File: src/rtl/aer_bus_arbiter.sv
// ============================================================================
//  Module      : aer_bus_arbiter
//  Description : Round-robin arbiter sharing one AER bus between N_REQ event
//                senders. Grants one sender, runs a four-phase REQ/ACK
//                handshake with the receiver, then a four-phase handshake back
//                to the winning sender. Handshake waits are bounded by TIMEOUT.
//                Optional macro AER_SYNC_EN inserts 2-flop synchronizers on
//                req and aer_ack.
//  Revision    : 1.0 - initial release
// ============================================================================
`default_nettype none

module aer_bus_arbiter #(
    parameter int N_REQ     = 8,
    parameter int ADDR_W    = 3,
    parameter int SETUP_CYC = 1,
    parameter int TIMEOUT   = 255
) (
    input  logic              clk,
    input  logic              rst,
    input  logic [N_REQ-1:0]  req,
    output logic [N_REQ-1:0]  ack_out,
    output logic [ADDR_W-1:0] aer_addr,
    output logic              aer_req,
    input  logic              aer_ack,
    output logic              busy,
    output logic              err
);

    localparam logic [2:0]  c_IDLE       = 3'd0;
    localparam logic [2:0]  c_SETUP      = 3'd1;
    localparam logic [2:0]  c_WAIT_HI    = 3'd2;
    localparam logic [2:0]  c_WAIT_LO    = 3'd3;
    localparam logic [2:0]  c_RELEASE    = 3'd4;
    localparam logic [15:0] c_SETUP_LAST = 16'(SETUP_CYC - 1);
    localparam logic [15:0] c_TMO_LAST   = 16'(TIMEOUT - 1);

    logic [N_REQ-1:0]  w_req;
    logic              w_ack;

    logic [2:0]        r_state,   w_state_nxt;
    logic [ADDR_W-1:0] r_addr,    w_addr_nxt;
    logic [ADDR_W-1:0] r_ptr,     w_ptr_nxt;
    logic [15:0]       r_cnt,     w_cnt_nxt;
    logic              r_aer_req, w_aer_req_nxt;
    logic [N_REQ-1:0]  r_ack_out, w_ack_out_nxt;
    logic              r_err,     w_err_nxt;
    logic              r_busy,    w_busy_nxt;

    logic [ADDR_W-1:0] w_hi_win, w_lo_win, w_win;
    logic              w_hi_any, w_lo_any;
    logic [N_REQ-1:0]  w_grant_onehot;

`ifdef AER_SYNC_EN
    logic [N_REQ-1:0] r_req_s1, r_req_s2;
    logic             r_ack_s1, r_ack_s2;

    // Two-flop synchronizers for the asynchronous sender and receiver inputs
    always_ff @(posedge clk or posedge rst) begin
        if (rst) begin
            r_req_s1 <= '0;
            r_req_s2 <= '0;
            r_ack_s1 <= 1'b0;
            r_ack_s2 <= 1'b0;
        end else begin
            r_req_s1 <= req;
            r_req_s2 <= r_req_s1;
            r_ack_s1 <= aer_ack;
            r_ack_s2 <= r_ack_s1;
        end
    end

    assign w_req = r_req_s2;
    assign w_ack = r_ack_s2;
`else
    assign w_req = req;
    assign w_ack = aer_ack;
`endif

    // Round-robin winner: lowest set bit at or above ptr, else lowest set bit overall
    always_comb begin
        w_hi_win = '0;
        w_lo_win = '0;
        w_hi_any = 1'b0;
        w_lo_any = 1'b0;
        for (int i = N_REQ - 1; i >= 0; i--) begin
            if (w_req[i]) begin
                w_lo_win = ADDR_W'(i);
                w_lo_any = 1'b1;
                if (ADDR_W'(i) >= r_ptr) begin
                    w_hi_win = ADDR_W'(i);
                    w_hi_any = 1'b1;
                end
            end
        end
        w_win = w_hi_any ? w_hi_win : w_lo_win;
    end

    assign w_grant_onehot = N_REQ'(1) << r_addr;

    // Next-state and next-output logic of the handshake sequencer
    always_comb begin
        w_state_nxt   = r_state;
        w_addr_nxt    = r_addr;
        w_ptr_nxt     = r_ptr;
        w_cnt_nxt     = r_cnt + 16'd1;
        w_aer_req_nxt = r_aer_req;
        w_ack_out_nxt = r_ack_out;
        w_err_nxt     = 1'b0;
        case (r_state)
            c_IDLE: begin
                w_cnt_nxt = '0;
                if (w_lo_any) begin
                    w_addr_nxt  = w_win;
                    w_state_nxt = c_SETUP;
                end
            end
            c_SETUP: begin
                if (r_cnt == c_SETUP_LAST) begin
                    w_aer_req_nxt = 1'b1;
                    w_cnt_nxt     = '0;
                    w_state_nxt   = c_WAIT_HI;
                end
            end
            c_WAIT_HI: begin
                if (w_ack) begin
                    w_aer_req_nxt = 1'b0;
                    w_cnt_nxt     = '0;
                    w_state_nxt   = c_WAIT_LO;
                end else if (r_cnt == c_TMO_LAST) begin
                    // Give up on the receiver but still release the sender
                    w_err_nxt     = 1'b1;
                    w_aer_req_nxt = 1'b0;
                    w_ack_out_nxt = w_grant_onehot;
                    w_state_nxt   = c_RELEASE;
                end
            end
            c_WAIT_LO: begin
                if (!w_ack) begin
                    w_ack_out_nxt = w_grant_onehot;
                    w_state_nxt   = c_RELEASE;
                end else if (r_cnt == c_TMO_LAST) begin
                    w_err_nxt     = 1'b1;
                    w_aer_req_nxt = 1'b0;
                    w_ack_out_nxt = w_grant_onehot;
                    w_state_nxt   = c_RELEASE;
                end
            end
            c_RELEASE: begin
                w_cnt_nxt = '0;
                // ack_out is one-hot on the winner here, so it masks req[g]
                if ((w_req & r_ack_out) == '0) begin
                    w_ack_out_nxt = '0;
                    w_ptr_nxt     = (r_addr == ADDR_W'(N_REQ - 1)) ? '0 : r_addr + 1'b1;
                    w_state_nxt   = c_IDLE;
                end
            end
            default: begin
                w_cnt_nxt     = '0;
                w_aer_req_nxt = 1'b0;
                w_ack_out_nxt = '0;
                w_state_nxt   = c_IDLE;
            end
        endcase
        w_busy_nxt = (w_state_nxt != c_IDLE);
    end

    // State and registered outputs; reset abandons any transaction immediately
    always_ff @(posedge clk or posedge rst) begin
        if (rst) begin
            r_state   <= c_IDLE;
            r_addr    <= '0;
            r_ptr     <= '0;
            r_cnt     <= '0;
            r_aer_req <= 1'b0;
            r_ack_out <= '0;
            r_err     <= 1'b0;
            r_busy    <= 1'b0;
        end else begin
            r_state   <= w_state_nxt;
            r_addr    <= w_addr_nxt;
            r_ptr     <= w_ptr_nxt;
            r_cnt     <= w_cnt_nxt;
            r_aer_req <= w_aer_req_nxt;
            r_ack_out <= w_ack_out_nxt;
            r_err     <= w_err_nxt;
            r_busy    <= w_busy_nxt;
        end
    end

    assign ack_out  = r_ack_out;
    assign aer_addr = r_addr;
    assign aer_req  = r_aer_req;
    assign busy     = r_busy;
    assign err      = r_err;

endmodule

`default_nettype wire
File: config.mk
export PLATFORM = sky130hd
export DESIGN_NAME = aer_bus_arbiter
export DESIGN_NICKNAME = d
export VERILOG_FILES = /design/src/rtl/aer_bus_arbiter.sv
export SDC_FILE = /design/constraint.sdc
export NUM_CORES = 1
export LEC_CHECK = 0
export ABC_AREA = 1
export CAP_MARGIN = 10
export CORE_UTILIZATION = 60
export CTS_BUF_LIST = sky130_fd_sc_hd__clkbuf_2
export DETAILED_ROUTE_END_ITERATION = 8
export PLACE_DENSITY = 0.81
export SLEW_MARGIN = 15
export SYNTH_ARGS = -nofsm -noshare
export SYNTH_HDL_FRONTEND = slang
export SYNTH_SLANG_ARGS = --single-unit
File: constraint.sdc
create_clock -name clk -period 3.6 [get_ports clk]
set_input_delay 0.72 -clock clk [delete_from_list [all_inputs] [get_ports clk]]
set_output_delay 0.72 -clock clk [all_outputs]
set_load 0.02 [all_outputs]
==> reports/metrics.yaml <==
yosys:
  ys_warn_count: 0
  synth_seq_area_share: 0.4056
  synth_edf_count: 0
  synth_area_um2: 2221
  synth_xor_area_frac: 0.03155
  synthAdderAreaFrac: 0.05070
  synthCells: 309
  synth_top_family_by_area: "simple AND/OR/NAND/NOR gates"
  synth_nets: 329
  yosys.area_share.simple: 0.3414
  synth_mux_area_frac: 0.004507
  synth-async-reset-ratio: 1.000
  synth_flop_cell: "dfrtp_1"
  synth-seq-cells: 36
  syn_area_per_cell_um2: 7.187
  synth_compound_area_frac: 0.09127
  ys_types: 26
cells_and_area:
  area_delta_synth_final_pct: 15.83
  n_antenna_cell: 0
  design_area_um2: 2572
  finalNetCount: 359
  post-route-util: 0.7474
  drive_gt1_frac: 0.05000
clocking:
  clock-sinks: 36
  root_buffer: "clkbuf_2"
  cts_resized: 0
  htree_levels: 2
  cts_made_buffers: 5
  clk_path_buf_depth: 2
  path_clk_slew_ps: 190
  cts_tree: "done"
  cts-hold-fix-buffers: 0
  clock_latency_ps: 370
  postCtsSetupRepairBufs: 0
routing:
  ant_nets: 0
  vias_per_cell: 5.332
  vias: 2058
  routed_wl_mm: 4.876
  route.detailed.drc: 0
  drtPass1Iterations: 4
  routedWlPerCell_um: 12.63
  drtIter0Drc: 202
setup_path:
  cp.buffers_inverters: 1
  start_kind: "flop"
  cp_slowest_cell: "clkdlybuf4s50_1"
  arrival_ps: 1510
  crit_type: "flop to output pin"
  crit_fanout: 6
  crit_required_ps: 2880
  crit_path_max_incr_delay_ps: 640
  critPathCaptureType: "output pin"
  path_cells: "clkdlybuf4s50_1"
  crit_family: "buffers and inverters"
placed_design:
  portBuffers: 24
  post-place-ws_ps: 1332
  placed_cell_area_um2: 2510
  place.detailed.hpwl_mm: 3.681
  routabilityCongestion: 0.9158
global_route:
  grt_pass1_vias: 1924
  grt-ovfl-total: 0
  grt_max_degree: 37
  grt_pass1_wl_mm: 8.618
  antenna_found_initial: 0
  grt.total_usage: 0.2790
timing:
  finalHoldViolCount: 0
  period_share: 0.6189
  tightest_slew_ps: 476.9
  drv_slew: 0
  final.min_clock_period_ps: 2228
  fin_skew_ps: 21.23
  hold_ws_ps: 538.1
  layout_setup_ws_ps: 1372
  fmax_mhz: 448.8
  slew_headroom: 0.6796
  finalSetupTns_ps: 0
  setup_viol: 0
  rsz0062_at_grt: "false"
die:
  start_util: 0.6452
  die_h_um: 62.84
  core_region_area_um2: 3442
  fp.dieArea_um2: 3949
  die_width_um: 62.84
  ios: 25
  rows: 21
run:
  cap_violations: 0
hold_path:
  hold_class: "flop to flop"
pwr:
  ir_worst_vdd_mv: 0.4253
  p_per_area_nw_per_um2: 609.1
  leakagePower_nw: 1.238
run_status:
  outcome: "completed"
==> per-stage QoR <==
| stage | power (mW) | instances |
|---|---|---|
| 2_1_floorplan | 1.101 | 309 |
| 3_3_place_gp | 1.299 | 378 |
| 3_5_place_dp | 1.317 | 378 |
| 4_1_cts | 1.569 | 386 |
| 5_1_grt | 1.704 | 386 |
| 6_report | 1.567 | 386 |
==> worst paths after layout <==
kind,startpoint,end,slack (ps),depth (start not counted)
setup / recovery,aer_addr[2],aer_addr[2],1370,1
hold / removal,ack_out[6],ack_out[6],540,2
min in group asynchronous,rst,r_ptr[2],710,3
setup reg to reg,r_cnt[0],r_cnt[15],1810,7
hold reg to reg,ack_out[6],ack_out[6],540,2
max in group asynchronous,rst,aer_addr[1],2560,3
==> area by class of cell <==
class	count	area, um2
fillers	279	869.6
well taps	46	57.56
clock inverters	3	37.54
clock buffers	5	25.02
multi-input cells	231	1154
inverters	40	150.1
repair buffers	25	247.7
flip-flops and latches	36	900.9
==> cells by family (layout without fill, tap and decap cells) <==
kind of cell,count (synthesis),count (layout)
multiplexers,1,1
flip-flops,36,36
buffers and inverters,42,73
AO/OA/AOI/OAI,34,34
adder cells (fa/ha/maj),9,9
XOR/XNOR,8,8
AND/OR/NAND/NOR,179,179
==> per-layer routing <==
layer	track usage	wire, um	vias to the layer above
met5	0	0	-
met4	0.09884	80	0
met3	0.05292	282	8
met2	0.4117	2129	70
met1	0.4068	2384	936
li1	-	-	1044
==> layout by cell type (no fill, tap or decap) <==
cell type / instances
xnor2_1: 1
o21ai_0: 10
a21oi_2: 1
nor4_1: 1
nor2_2: 1
dfrtp_1: 36
mux2i_1: 1
nor2_1: 49
nor3_1: 4
nand3_2: 2
o22ai_1: 1
buf_4: 1
inv_2: 2
nand2_1: 90
a21boi_0: 1
nor2_4: 1
clkbuf_2: 5
a21oi_4: 2
bufinv_16: 1
inv_1: 38
o211ai_1: 1
clkinv_1: 2
nor3_2: 1
a21oi_1: 18
ha_1: 9
nand4_1: 10
nand3_1: 20
clkdlybuf4s50_1: 24
xor2_1: 7
==> state kept, by name, summed over array words and instances (netlist names) <==
name / cells
r_state: 3
err: 1
busy: 1
r_cnt: 16
aer_addr: 3
aer_req: 1
r_ptr: 3
ack_out: 8
==> where the power goes <==
part	switching (mW)	internal, mW
Sequential	0.0992	0.481
Combinational	0.481	0.259
Clock	0.134	0.113
==> synthesized netlist by cell type (2+ instances only) <==
| library cell | instances | share of area |
|---|---|---|
| nand2_1 | 90 | 0.15 |
| nor2_1 | 49 | 0.083 |
| inv_1 | 38 | 0.064 |
| dfrtp_1 | 36 | 0.41 |
| nand3_1 | 20 | 0.045 |
| a21oi_1 | 18 | 0.041 |
| nand4_1 | 10 | 0.028 |
| o21ai_0 | 10 | 0.023 |
| ha_1 | 9 | 0.051 |
| xor2_1 | 7 | 0.028 |
| nor3_1 | 4 | 0.0090 |
| a21oi_4 | 2 | 0.015 |
| inv_2 | 2 | 0.0034 |
| nand3_2 | 2 | 0.0090 |
Note: power is estimated with default switching activity, not from simulation.
